==> src/rtl/spi_seq_pkg.sv <==
// spi_seq_pkg: shared types and constants for the SPI frame sequencer
package spi_seq_pkg;
  localparam int SPI_WORD_W = 16;
  localparam int SPI_FREQ_W = 2;
  localparam int REQ_MULT   = 0;
  localparam int REQ_UART   = 1;
  typedef enum logic [2:0] {IDLE, SETUP, LAUNCH, WAIT_RX, GAP} state_t;
endpackage

==> src/rtl/spi_seq_if.sv <==
// spi_seq_if: requester-side and SPI-engine-side signals of the frame sequencer
interface spi_seq_if;
  logic [1:0]                          req;
  logic [1:0]                          req_wr;
  logic [spi_seq_pkg::SPI_WORD_W-1:0]  req_wdata0;
  logic [spi_seq_pkg::SPI_WORD_W-1:0]  req_wdata1;
  logic [spi_seq_pkg::SPI_FREQ_W-1:0]  req_freq0;
  logic [spi_seq_pkg::SPI_FREQ_W-1:0]  req_freq1;
  logic [1:0]                          done;
  logic                                err;
  logic [spi_seq_pkg::SPI_WORD_W-1:0]  rdata;
  logic                                busy;
  logic                                spi_tx_start;
  logic                                spi_rx_start;
  logic [spi_seq_pkg::SPI_WORD_W-1:0]  spi_tx_data;
  logic [spi_seq_pkg::SPI_FREQ_W-1:0]  spi_freq;
  logic                                spi_rx_valid;
  logic [spi_seq_pkg::SPI_WORD_W-1:0]  spi_rx_data;
  modport slave (
    input  req, req_wr, req_wdata0, req_wdata1, req_freq0, req_freq1, spi_rx_valid, spi_rx_data,
    output done, err, rdata, busy, spi_tx_start, spi_rx_start, spi_tx_data, spi_freq
  );
  modport master (
    output req, req_wr, req_wdata0, req_wdata1, req_freq0, req_freq1, spi_rx_valid, spi_rx_data,
    input  done, err, rdata, busy, spi_tx_start, spi_rx_start, spi_tx_data, spi_freq
  );
endinterface

==> src/rtl/spi_seq_rr_arb.sv <==
// spi_seq_rr_arb: combinational 2-way round-robin arbiter
module spi_seq_rr_arb (
  input  logic [1:0] req,
  input  logic       last,
  output logic       gnt_idx,
  output logic       gnt_valid
);
  assign gnt_valid = |req;
  assign gnt_idx   = &req ? ~last : req[1];
endmodule

==> src/rtl/spi_frame_sequencer.sv <==
// spi_frame_sequencer: round-robin two-requester scheduler sequencing 16-bit frames on an SPI master
module spi_frame_sequencer
  import spi_seq_pkg::*;
#(
  parameter int GAP_CYCLES     = 100,
  parameter int TIMEOUT_CYCLES = 4096,
  parameter int CNT_W          = 13
) (
  input logic      clk,
  input logic      reset_n,
  spi_seq_if.slave bus
);
  // Timeout fires on the edge where the counter would reach TIMEOUT_CYCLES-1, so err lands TIMEOUT_CYCLES after LAUNCH
  localparam logic [CNT_W-1:0] TO_LAST  = CNT_W'(TIMEOUT_CYCLES - 2);
  localparam logic [CNT_W-1:0] GAP_LAST = CNT_W'(GAP_CYCLES == 0 ? 0 : GAP_CYCLES - 1);
  state_t                  r_state, w_state;
  logic                    r_last, w_last;
  logic                    r_gnt, w_gnt;
  logic                    r_wr, w_wr;
  logic [CNT_W-1:0]        r_cnt, w_cnt;
  logic [1:0]              r_done, w_done;
  logic                    r_err, w_err;
  logic [SPI_WORD_W-1:0]   r_rdata, w_rdata;
  logic                    r_tx_start, w_tx_start;
  logic                    r_rx_start, w_rx_start;
  logic [SPI_WORD_W-1:0]   r_tx_data, w_tx_data;
  logic [SPI_FREQ_W-1:0]   r_freq, w_freq;
  logic                    w_gnt_idx, w_gnt_valid;
  spi_seq_rr_arb u_arb (
    .req       (bus.req),
    .last      (r_last),
    .gnt_idx   (w_gnt_idx),
    .gnt_valid (w_gnt_valid)
  );
  always_comb begin
    w_state    = r_state;
    w_last     = r_last;
    w_gnt      = r_gnt;
    w_wr       = r_wr;
    w_cnt      = r_cnt;
    w_done     = '0;
    w_err      = 1'b0;
    w_rdata    = r_rdata;
    w_tx_start = 1'b0;
    w_rx_start = 1'b0;
    w_tx_data  = r_tx_data;
    w_freq     = r_freq;
    unique case (r_state)
      IDLE: if (w_gnt_valid) begin
        w_state   = SETUP;
        w_gnt     = w_gnt_idx;
        w_last    = w_gnt_idx;
        w_wr      = bus.req_wr[w_gnt_idx];
        w_tx_data = !w_wr ? '0 : w_gnt_idx ? bus.req_wdata1 : bus.req_wdata0;
        w_freq    = w_gnt_idx ? bus.req_freq1 : bus.req_freq0;
      end
      // Start pulses are registered on this edge so they are visible exactly during LAUNCH
      SETUP: begin
        w_state    = LAUNCH;
        w_rx_start = 1'b1;
        w_tx_start = r_wr;
      end
      LAUNCH: begin
        w_state = WAIT_RX;
        w_cnt   = '0;
      end
      WAIT_RX: begin
        w_cnt = r_cnt + CNT_W'(1);
        if (bus.spi_rx_valid) begin
          w_rdata       = bus.spi_rx_data;
          w_done[r_gnt] = 1'b1;
          w_cnt         = '0;
          w_state       = GAP;
        end else if (r_cnt == TO_LAST) begin
          w_done[r_gnt] = 1'b1;
          w_err         = 1'b1;
          w_cnt         = '0;
          w_state       = GAP;
        end
      end
      GAP: begin
        w_cnt   = r_cnt == GAP_LAST ? '0 : r_cnt + CNT_W'(1);
        w_state = r_cnt == GAP_LAST ? IDLE : GAP;
      end
      default: w_state = IDLE;
    endcase
  end
  always_ff @(posedge clk or negedge reset_n)
    if (!reset_n) begin
      r_state    <= IDLE;
      r_last     <= 1'b1;
      r_gnt      <= 1'b0;
      r_wr       <= 1'b0;
      r_cnt      <= '0;
      r_done     <= '0;
      r_err      <= 1'b0;
      r_rdata    <= '0;
      r_tx_start <= 1'b0;
      r_rx_start <= 1'b0;
      r_tx_data  <= '0;
      r_freq     <= '0;
    end else begin
      r_state    <= w_state;
      r_last     <= w_last;
      r_gnt      <= w_gnt;
      r_wr       <= w_wr;
      r_cnt      <= w_cnt;
      r_done     <= w_done;
      r_err      <= w_err;
      r_rdata    <= w_rdata;
      r_tx_start <= w_tx_start;
      r_rx_start <= w_rx_start;
      r_tx_data  <= w_tx_data;
      r_freq     <= w_freq;
    end
  assign bus.done         = r_done;
  assign bus.err          = r_err;
  assign bus.rdata        = r_rdata;
  assign bus.busy         = r_state != IDLE;
  assign bus.spi_tx_start = r_tx_start;
  assign bus.spi_rx_start = r_rx_start;
  assign bus.spi_tx_data  = r_tx_data;
  assign bus.spi_freq     = r_freq;
endmodule
==> src/flat_wrapper.sv <==
// flat-port wrapper written by rule: the top's interface ports become plain ports
module spi_frame_sequencer_flat import spi_seq_pkg::*;
#(
  parameter int GAP_CYCLES     = 100,
  parameter int TIMEOUT_CYCLES = 4096,
  parameter int CNT_W          = 13
)
  (clk, reset_n, bus_req, bus_req_wr, bus_req_wdata0, bus_req_wdata1, bus_req_freq0, bus_req_freq1, bus_spi_rx_valid, bus_spi_rx_data, bus_done, bus_err, bus_rdata, bus_busy, bus_spi_tx_start, bus_spi_rx_start, bus_spi_tx_data, bus_spi_freq);
  spi_seq_if bus_i ();
  input logic clk;
  input logic reset_n;
  input wire logic [$bits(bus_i.req)-1:0] bus_req;
  input wire logic [$bits(bus_i.req_wr)-1:0] bus_req_wr;
  input wire logic [$bits(bus_i.req_wdata0)-1:0] bus_req_wdata0;
  input wire logic [$bits(bus_i.req_wdata1)-1:0] bus_req_wdata1;
  input wire logic [$bits(bus_i.req_freq0)-1:0] bus_req_freq0;
  input wire logic [$bits(bus_i.req_freq1)-1:0] bus_req_freq1;
  input wire logic [$bits(bus_i.spi_rx_valid)-1:0] bus_spi_rx_valid;
  input wire logic [$bits(bus_i.spi_rx_data)-1:0] bus_spi_rx_data;
  output wire logic [$bits(bus_i.done)-1:0] bus_done;
  output wire logic [$bits(bus_i.err)-1:0] bus_err;
  output wire logic [$bits(bus_i.rdata)-1:0] bus_rdata;
  output wire logic [$bits(bus_i.busy)-1:0] bus_busy;
  output wire logic [$bits(bus_i.spi_tx_start)-1:0] bus_spi_tx_start;
  output wire logic [$bits(bus_i.spi_rx_start)-1:0] bus_spi_rx_start;
  output wire logic [$bits(bus_i.spi_tx_data)-1:0] bus_spi_tx_data;
  output wire logic [$bits(bus_i.spi_freq)-1:0] bus_spi_freq;
  assign bus_i.req = bus_req;
  assign bus_i.req_wr = bus_req_wr;
  assign bus_i.req_wdata0 = bus_req_wdata0;
  assign bus_i.req_wdata1 = bus_req_wdata1;
  assign bus_i.req_freq0 = bus_req_freq0;
  assign bus_i.req_freq1 = bus_req_freq1;
  assign bus_i.spi_rx_valid = bus_spi_rx_valid;
  assign bus_i.spi_rx_data = bus_spi_rx_data;
  assign bus_done = bus_i.done;
  assign bus_err = bus_i.err;
  assign bus_rdata = bus_i.rdata;
  assign bus_busy = bus_i.busy;
  assign bus_spi_tx_start = bus_i.spi_tx_start;
  assign bus_spi_rx_start = bus_i.spi_rx_start;
  assign bus_spi_tx_data = bus_i.spi_tx_data;
  assign bus_spi_freq = bus_i.spi_freq;
  spi_frame_sequencer #(.GAP_CYCLES(GAP_CYCLES), .TIMEOUT_CYCLES(TIMEOUT_CYCLES), .CNT_W(CNT_W)) u_core (.clk(clk), .reset_n(reset_n), .bus(bus_i));
endmodule
==> config.mk <==
export PLATFORM = sky130hd
export DESIGN_NAME = spi_frame_sequencer_flat
export DESIGN_NICKNAME = d
export VERILOG_FILES = /design/src/rtl/spi_seq_pkg.sv /design/src/rtl/spi_seq_if.sv /design/src/rtl/spi_seq_rr_arb.sv /design/src/rtl/spi_frame_sequencer.sv /design/src/flat_wrapper.sv
export SDC_FILE = /design/constraint.sdc
export NUM_CORES = 1
export LEC_CHECK = 0
export CAP_MARGIN = 20
export CORE_UTILIZATION = 44
export DETAILED_ROUTE_END_ITERATION = 10
export PLACE_DENSITY = 0.88
export SYNTH_ARGS = -nofsm -noshare
export SYNTH_HDL_FRONTEND = slang
export SYNTH_SLANG_ARGS = --single-unit
==> constraint.sdc <==
create_clock -name clk -period 2.45 [get_ports clk]
set_input_delay 0.3675 -clock clk [delete_from_list [all_inputs] [get_ports clk]]
set_output_delay 0.3675 -clock clk [all_outputs]
set_load 0.01 [all_outputs]
# Word-level counts from Yosys, hierarchy flattened
# Cells that the tools add are included.
# totals
register_bits	58
inputBits	59
out_inout_bits	40
word_cells	59
# op_classes
n_addsub	1
magnitude_cmp	3
n_eq_ne	8
n_mux	25
bitwise_logic	1
n_reduce_logical	9
# op_table
operator	n
13-bit 2-to-1 mux	3
13-bit case mux with 3 select lines	1
16-bit 2-to-1 mux	2
3-bit case mux with 5 select lines	1
13-bit by 1-bit adder with 13-bit output (second input constant)	1
13-bit by 12-bit == test with 1-bit output (second input constant)	1
13-bit by 7-bit == test with 1-bit output (second input constant)	1
3-bit 2-to-1 mux	4
1-bit 2-to-1 mux	9
2-bit 2-to-1 mux	4
2-bit AND reduction	4
3-bit by 2-bit == test with 1-bit output (second input constant)	2
3-bit nonzero test	2
1-bit by 2-bit < comparator with 1-bit output (second input constant)	2
3-bit by 1-bit == test with 1-bit output (second input constant)	1
3-bit == test (second input constant)	1
3-bit zero test	1
3-bit by 2-bit != test with 1-bit output (second input constant)	1
2-bit != test (second input constant)	1
2-bit OR reduction	1
1-bit demux with 1-bit select	1
1-bit >= comparator (second input constant)	1
1-bit logical AND	1
1-bit NOT	1

# Longest topological paths before layout
# Gate-level depths: netlist (run 1).
# depth
depth_word	7
depth_mapped	8
ltp_nobuf	7

# Cells and area by module
# From an unflattened synthesis (run 1), not the netlist that was laid out.
# unflattened
hier_cells	241
hier_area_um2	2638.8
# by_module_without_submodules
mod	instances	cells_per_inst	area_per_inst_um2	seq_area_each_um2
spi_frame_sequencer	1	239	2625.0	1452.6
spi_seq_rr_arb	1	2	13.8	0.0

# Worst setup path before layout (run 1)
# OpenSTA, ideal clock, no wires.
# synth_timing
kind	flip-flop to flip-flop
start	register u_core.r_cnt[0]
end	register u_core.r_cnt[5]
setup_ps	118
arrival_ps	1600
t_required_ps	2332
setup_slack_ps	732
stages_incl_launch_ff	9
path_buffers	1
period_less_slack_ps	1718
path_cell_list	dfrtp_1 inv_1 ha_1 inv_1 nor4_4 a2bb2oi_4 buf_6 nor3_1 a21o_1
# synth_via
elab_chain_cells	4
elab_cells_between_ends	7
classes_between	add/sub (1); eq/ne (2); mux (4)
# synth_rtl
item	line_no	text
from (decl)	spi_frame_sequencer.sv:20	logic [CNT_W-1:0] r_cnt, w_cnt;
from (signal assigned)	spi_frame_sequencer.sv:107	r_cnt <= w_cnt;
13-bit by 1-bit adder with 13-bit output / 13-bit by 12-bit == test with 1-bit output (equally long branches)	spi_frame_sequencer.sv:68, spi_frame_sequencer.sv:82, spi_frame_sequencer.sv:74	
13-bit 2-to-1 mux	spi_frame_sequencer.sv:74	end else if (r_cnt == TO_LAST) begin
13-bit 2-to-1 mux	spi_frame_sequencer.sv:69	if (bus.spi_rx_valid) begin
13-bit case mux with 3 select lines (*)	spi_frame_sequencer.sv:48	unique case (r_state)
# Mark *: on every way between the ends. The rest lies on a longest branch, timed or not.
# A chain may end at the register's enable or synchronous reset.

# Worst setup path after layout (run 1)
# layout_timing
start	register u_core.r_state[1]
end	output bus_busy
# layout_via
elab_chain_cells	1
# layout_rtl
item	line_no	text
from (decl)	spi_frame_sequencer.sv:16	state_t r_state, w_state;
from (signal assigned)	spi_frame_sequencer.sv:103	r_state <= w_state;
3-bit nonzero test	spi_frame_sequencer.sv:119	assign bus.busy = r_state != IDLE;
to (decl)	flat_wrapper.sv:23	output wire logic [$bits(bus_i.busy)-1:0] bus_busy;
# No other way between the ends.

==> run metrics, run 1 <==
status=completed; R2R Setup Slk=0.36 ns; Static Leakage=0.00174 uW; Setup crit start=u_core.r_state[1]; hold buffer count at CTS=0; first-pass GRT wire length=~10 mm; I/O pins=99; CTS tree=built; Comb power frac=39.9%; Worst Hold Class=in2async; CP Data Required Time=about 2.1 ns; overall die height=80.0 um; Achievable Freq=0.477 GHz; Slew @ Worst Pin=0.811 ns; Final HPWL DP=4.47 mm; clock share of power=a little under a quarter; Cell Area, Synth=2680 um^2; clock buffer depth=2; PortBufs=98; Final setup viols=0; Synth Net Count=304; vias in the first global route=between 2k and 2.5k; Die ar.=6410 um^2; DR vias/cell=around 5.2; Distinct cells, synth=38; post-CTS setup buffers=0; final hold violations=0; Root Driver=clkbuf_8; sequential area share after synthesis=54.2%; top cell type's share of synthesized area=53.2%; Crit path depth=2; largest net degree at the start of global routing=29; DR vias=2229; Max Cap Viol=0; Place WS=0.225 ns; sequential power share=37.5%; Clock Latency Late Sink=roughly 0.34 ns; fillers=456; Slew HR=45.8%; YS warnings=0; Cells after Synth=243; Psw=1320 uW; peak per-stage delay on the critical path=roughly 0.51 ns; syn_area_per_cell=11.0 um^2; RSZ-0062 raised after global routing=no; Die X=between 80 and 90 um; CP endpoint kind=output port; gr ovfl total=0; Final ANT Viol Nets=0; cell taking the most area after synthesis=dfrtp_1; Setup CP Type=reg2out; final worst path period need=2.10 ns; GP Congestion=0.841; Buf/Inv on CP=1; Worst Path Max Fanout=8; top cells by area, synth=dfrtp_1 53%, mux2i_1 7.1%, mux2_2 6.7%; Setup Skew=0.0104 ns; Pins Over Slew Limit=0; Critical-path top delay cell=clkdlybuf4s50_1; initial antenna violation count=0; fin nets=about 410; total power divided by cell area=1060 nW/um^2; Sum Neg Setup Slack=0 ns; DRC Markers=0; initial core utilization=45.5%; CP arrival=between 1.5 and 2 ns; Clock Sink Count=58; reg2reg start=u_core.r_cnt[0]; Core ar.=5890 um^2; switch share=31.7%; Reg2Reg Depth=6; Clock H-tree levels=3; PnR worst setup slack=between 0.3 and 0.4 ns; P&R area growth vs syn=47.0%; total wire length=6.25 mm; Site Rows=28; DRT iter0 DRCs=45; Tot Pwr=between 4000 and 5000 uW; wire per inst=around 15 um; Tcrit/Tclk final=85.6%; Critical Path Start Type=flip-flop; Reg clk slew, reported paths=0.07 ns; crit-path cells=or3_1 -> clkdlybuf4s50_1; TritonRoute pass-1 iters=4; total CTS buffers=9; share of post-route cells with drive strength above 1=12.8%; VDD IR max=542 uV; Internal=between 2000 and 3000 uW; post-synthesis register bit count=a little under 60; Ant. Diodes=0; Top delay family on crit path=buffers and inverters; total track usage=about a fifth; post_cts resized=0
==> metrics by stage <==
step	area (um^2)	util (%)	cells	hold slack (ns)
floorplan	2680	-	243	0.0719
global placement	3730	63.4	410	0.406
detailed placement	3730	63.4	410	0.417
CTS	3940	66.9	426	0.0525
global route	3940	66.9	426	0.0802
finish	3940	66.9	426	0.0457
==> synth_stat cells <==
cell type	instances
ha_1	2
and3_1	2
or4_1	1
o31ai_1	1
clkbuf_2	1
nand4_2	1
dfstp_2	1
nand2_1	40
a21o_1	4
nand3b_1	1
mux2_2	16
o21ai_0	28
a21oi_1	1
a21boi_0	1
nor4_4	1
nor4b_1	1
buf_2	4
and2_1	2
or2_2	3
buf_4	1
or3_1	2
nand4b_1	3
xnor2_1	6
a211o_1	3
nor2_1	9
buf_6	1
clkbuf_1	4
nor3_1	8
nor3b_1	5
inv_1	4
dfrtp_1	57
mux2i_1	19
a2bb2oi_4	1
nand3_1	4
o21ai_1	2
nand4_1	1
nor4_1	1
o21bai_4	1
==> power groups by stage <==
stage                     Combinational [uW]  Clock [uW]  Sequential, uW
final                                   1660         939            1560
after global routing                    1820         995            1610
after CTS                               1680         953            1560
after detailed placement                1660           0            1570
after global placement                  1610           0            1560
after floorplan                          676           0            1660
==> layout make-up <==
| cell class | instances | area, um^2 | share of cell area [%] |
|---|---|---|---|
| clock buffers | 10 | 128 | 3.24 |
| multi-input cells | 170 | 1150 | 29.3 |
| well taps | 75 | 93.8 | 2.38 |
| flip-flops and latches | 58 | 1450 | 36.9 |
| repair buffers | 103 | 1010 | 25.7 |
| inverters | 4 | 15.0 | 0.381 |
| clock inverters | 6 | 82.6 | 2.10 |
==> cell usage in the layout (no fill, tap or decap), types with 4 or more instances in the layout <==
master,synthesis,final
nor2_1,9,9
nand3_1,4,4
mux2_2,16,16
dfrtp_1,57,57
o21ai_0,28,28
nor3b_1,5,5
clkbuf_8,0,9
buf_4,1,5
clkdlybuf4s50_1,0,97
nand2_1,40,40
xnor2_1,6,6
inv_1,4,4
mux2i_1,19,19
nor3_1,8,8
a21o_1,4,4
==> state kept, by name (all words and copies together), names as in the netlist, 2 cells and up <==
signal / cells
u_core.r_cnt: 13
u_core.bus.spi_tx_data: 16
u_core.bus.spi_freq: 2
u_core.bus.done: 2
u_core.bus.rdata: 16
u_core.r_state: 3
==> worst register-to-register path, stage by stage (launching register included) <==
cell       delay, ns
dfrtp_1         0.40
ha_1            0.25
nor4b_1         0.29
nand4b_1        0.22
a2bb2oi_4       0.44
nor3_1          0.11
a211o_1         0.28
==> kinds of logic after synthesis <==
kind of cell             after synthesis  synth area share, %
flip-flops                            58                 54.2
buffers and inverters                 15                 2.75
AND/OR/NAND/NOR                       85                 16.2
XOR/XNOR                               6                 1.96
adder cells (fa/ha/maj)                2                0.934
multiplexers                          35                 13.8
AO/OA/AOI/OAI                         42                 10.1
==> layer usage <==
| metal | routed length, um | GRT usage, % | vias up |
|---|---|---|---|
| li1 | - | - | 1054 |
| met1 | 2470 | 22.5 | 1080 |
| met2 | 3320 | 37.9 | 82 |
| met3 | 324 | 4.11 | 13 |
| met4 | 131 | 11.6 | 0 |
| met5 | 0 | 0 | - |
==> final timing paths <==
check | to
max in group asynchronous | u_core.r_state[1]
worst max-delay path | bus_busy
worst min register to register | u_core.bus.spi_tx_data[5]
min in group clk | u_core.bus.spi_tx_data[5]
worst max register to register | u_core.r_cnt[6]
worst min-delay path | u_core.bus.rdata[8]
Note: power is estimated with default switching activity, not from simulation.
==> run 2: changes to the inputs <==
--- a/config.mk
+++ b/config.mk
@@ -5,9 +5,11 @@
 export SDC_FILE = /design/constraint.sdc
 export NUM_CORES = 1
 export LEC_CHECK = 0
+export ABC_AREA = 1
 export CAP_MARGIN = 20
-export CORE_UTILIZATION = 44
+export CORE_UTILIZATION = 45
 export DETAILED_ROUTE_END_ITERATION = 10
+export GPL_ROUTABILITY_DRIVEN = 0
 export PLACE_DENSITY = 0.88
 export SYNTH_ARGS = -nofsm -noshare
 export SYNTH_HDL_FRONTEND = slang
==> run metrics, run 2 <==
Sum Neg Setup Slack=0 ns; I/O pins=just under 100; CP endpoint kind=output port; P&R area growth vs syn=42.1%; DR vias/cell=4.95; Static Leakage=0.00207 uW; PortBufs=98; Critical Path Start Type=flip-flop; status=completed; fin util=between 60% and 70%; Final setup viols=0; initial antenna violation count=0; CTS tree=built; ys flop type=dfrtp_1; count leader, synth=nand2_1; crit-path cells=inv_1 -> nand2_2 -> clkdlybuf4s50_1; Achievable Freq=between 0.5 and 0.6 GHz; leading cell types by count after synthesis=179 x nand2_1, 57 x dfrtp_1, 26 x inv_1, 26 x nor2_1, 14 x mux2_2; top cells by area, synth=dfrtp_1 48%, nand2_1 23%, mux2_2 5.3%; Clock Sink Count=58; RSZ-0062 raised after global routing=no; Pins Over Slew Limit=0; Post-synth EDFFs=0; Cells after Synth=between 300 and 400; overall die height=83.1 um; Root Driver=clkbuf_8; total wire length=between 7 and 8 mm; Place WS=0.580 ns; Die ar.=6900 um^2; Ant. Diodes=0; DRC Markers=0; fin nets=approximately 530; Die X=83.1 um; clock buffer depth=2; total track usage=21.8%; top cell type's share of synthesized area=about half; final hold violations=0; vias in the first global route=between 2k and 3k; largest net degree at the start of global routing=23; Final HPWL DP=5.30 mm; sequential area share after synthesis=49.1%; final worst path period need=1.94 ns; Reg clk slew, reported paths=around 0.070 ns; commonest non-fill, non-tap cell in the layout=nand2_1; Max Cap Viol=0; DRT iter0 DRCs=165; Min Hold Slack=0.424 ns; fillers=498; cell taking the most area after synthesis=dfrtp_1; Clock Latency Late Sink=0.33 ns; Critical-path top delay cell=clkdlybuf4s50_1; Final ANT Viol Nets=0; share of synthesized registers carrying an async set or reset=100%; Synth Net Count=428; DR vias=between 2k and 3k; total power divided by cell area=1010 nW/um^2; YS warnings=0; post-synthesis register bit count=58; Top delay family on crit path=buffers and inverters; CP Data Required Time=2.08 ns; Slew @ Worst Pin=0.484 ns; share of post-route cells with drive strength above 1=11.1%; first-pass GRT wire length=12.0 mm; PnR worst setup slack=0.511 ns; peak per-stage delay on the critical path=0.56 ns; Distinct cells, synth=30; Worst Hold Class=reg2reg; Cell Area, Synth=between 2000 and 3000 um^2; CP arrival=1.57 ns; syn_area_per_cell=8.06 um^2; Worst Path Max Fanout=7; Clock H-tree levels=3; Core ar.=between 6000 and 7000 um^2; Tot Pwr=about 4200 uW; Site Rows=29; Tcrit/Tclk final=79.2%; initial core utilization=46.6%; Setup CP Type=reg2out; TritonRoute pass-1 iters=4; most frequent cells in the layout=179 x nand2_1, 97 x clkdlybuf4s50_1, 57 x dfrtp_1; total CTS buffers=9; VDD IR max=716 uV; Buf/Inv on CP=2; gr ovfl total=0; post-CTS setup buffers=0; wire per inst=12.8 um; Slew HR=67.6%; Setup Skew=0.00406 ns
[run 2: layout make-up]
type                    instances  area, um^2  area share (%)
multi-input cells             271        1320            31.4
well taps                      77        96.3            2.29
clock inverters                 4        50.0            1.19
inverters                      28         105            2.50
clock buffers                  12         155            3.69
repair buffers                104        1020            24.3
flip-flops and latches         58        1450            34.6
[run 2: worst paths after layout]
kind / startpoint / endpoint / slack (ns) / depth (start not counted)
setup / recovery: u_core.r_state[1] / bus_busy / 0.51 / 3
hold / removal: u_core.r_gnt / u_core.bus.done[0] / 0.42 / 1
setup reg to reg: u_core.r_cnt[0] / u_core.r_cnt[8] / 0.75 / 8
hold reg to reg: u_core.r_gnt / u_core.bus.done[0] / 0.42 / 1
max in group asynchronous: reset_n / u_core.r_last / 1.25 / 3
min in group asynchronous: reset_n / u_core.r_cnt[6] / 0.53 / 2
[run 2: cell families after synthesis]
kind of cell	share of synthesized area (%)
DFF	49.1
buffers and inverters	6.26
adders and majority gates	0.846
and+or+nand+nor	33.4
muxes	6.34
AOI/OAI and AO/OA	3.72
xor gates and xnor gates	0.296
[run 2: metrics by stage]
| stage | cell area (um^2) | std cells |
|---|---|---|
| finish | 4200 | 554 |
| global route | 4200 | 554 |
| CTS | 4200 | 554 |
| detailed placement | 3990 | 537 |
| global placement | 3990 | 537 |
| floorplan | 2960 | 367 |
[run 2: per-layer routing]
| layer | vias up | global-route usage, % | part of all wire (%) |
|---|---|---|---|
| li1 | 1348 | - | - |
| met1 | 1271 | 25.4 | 42 |
| met2 | 114 | 36.6 | 50 |
| met3 | 12 | 7.16 | 7.0 |
| met4 | 0 | 9.72 | 1.4 |
| met5 | - | 0 | 0 |
[run 2: report_power, final]
part           leakage (uW)  total [uW]  switching (uW)  internal (uW)
clock network     0.0000986         901             378            523
registers          0.000750        1540             227           1310
logic               0.00122        1790             853            938
[run 2: what timing repair did]
item,4_1_cts,5_1_grt
hold endpoints to repair,20,0
hold buffers,1,0
gates resized for setup,0,0
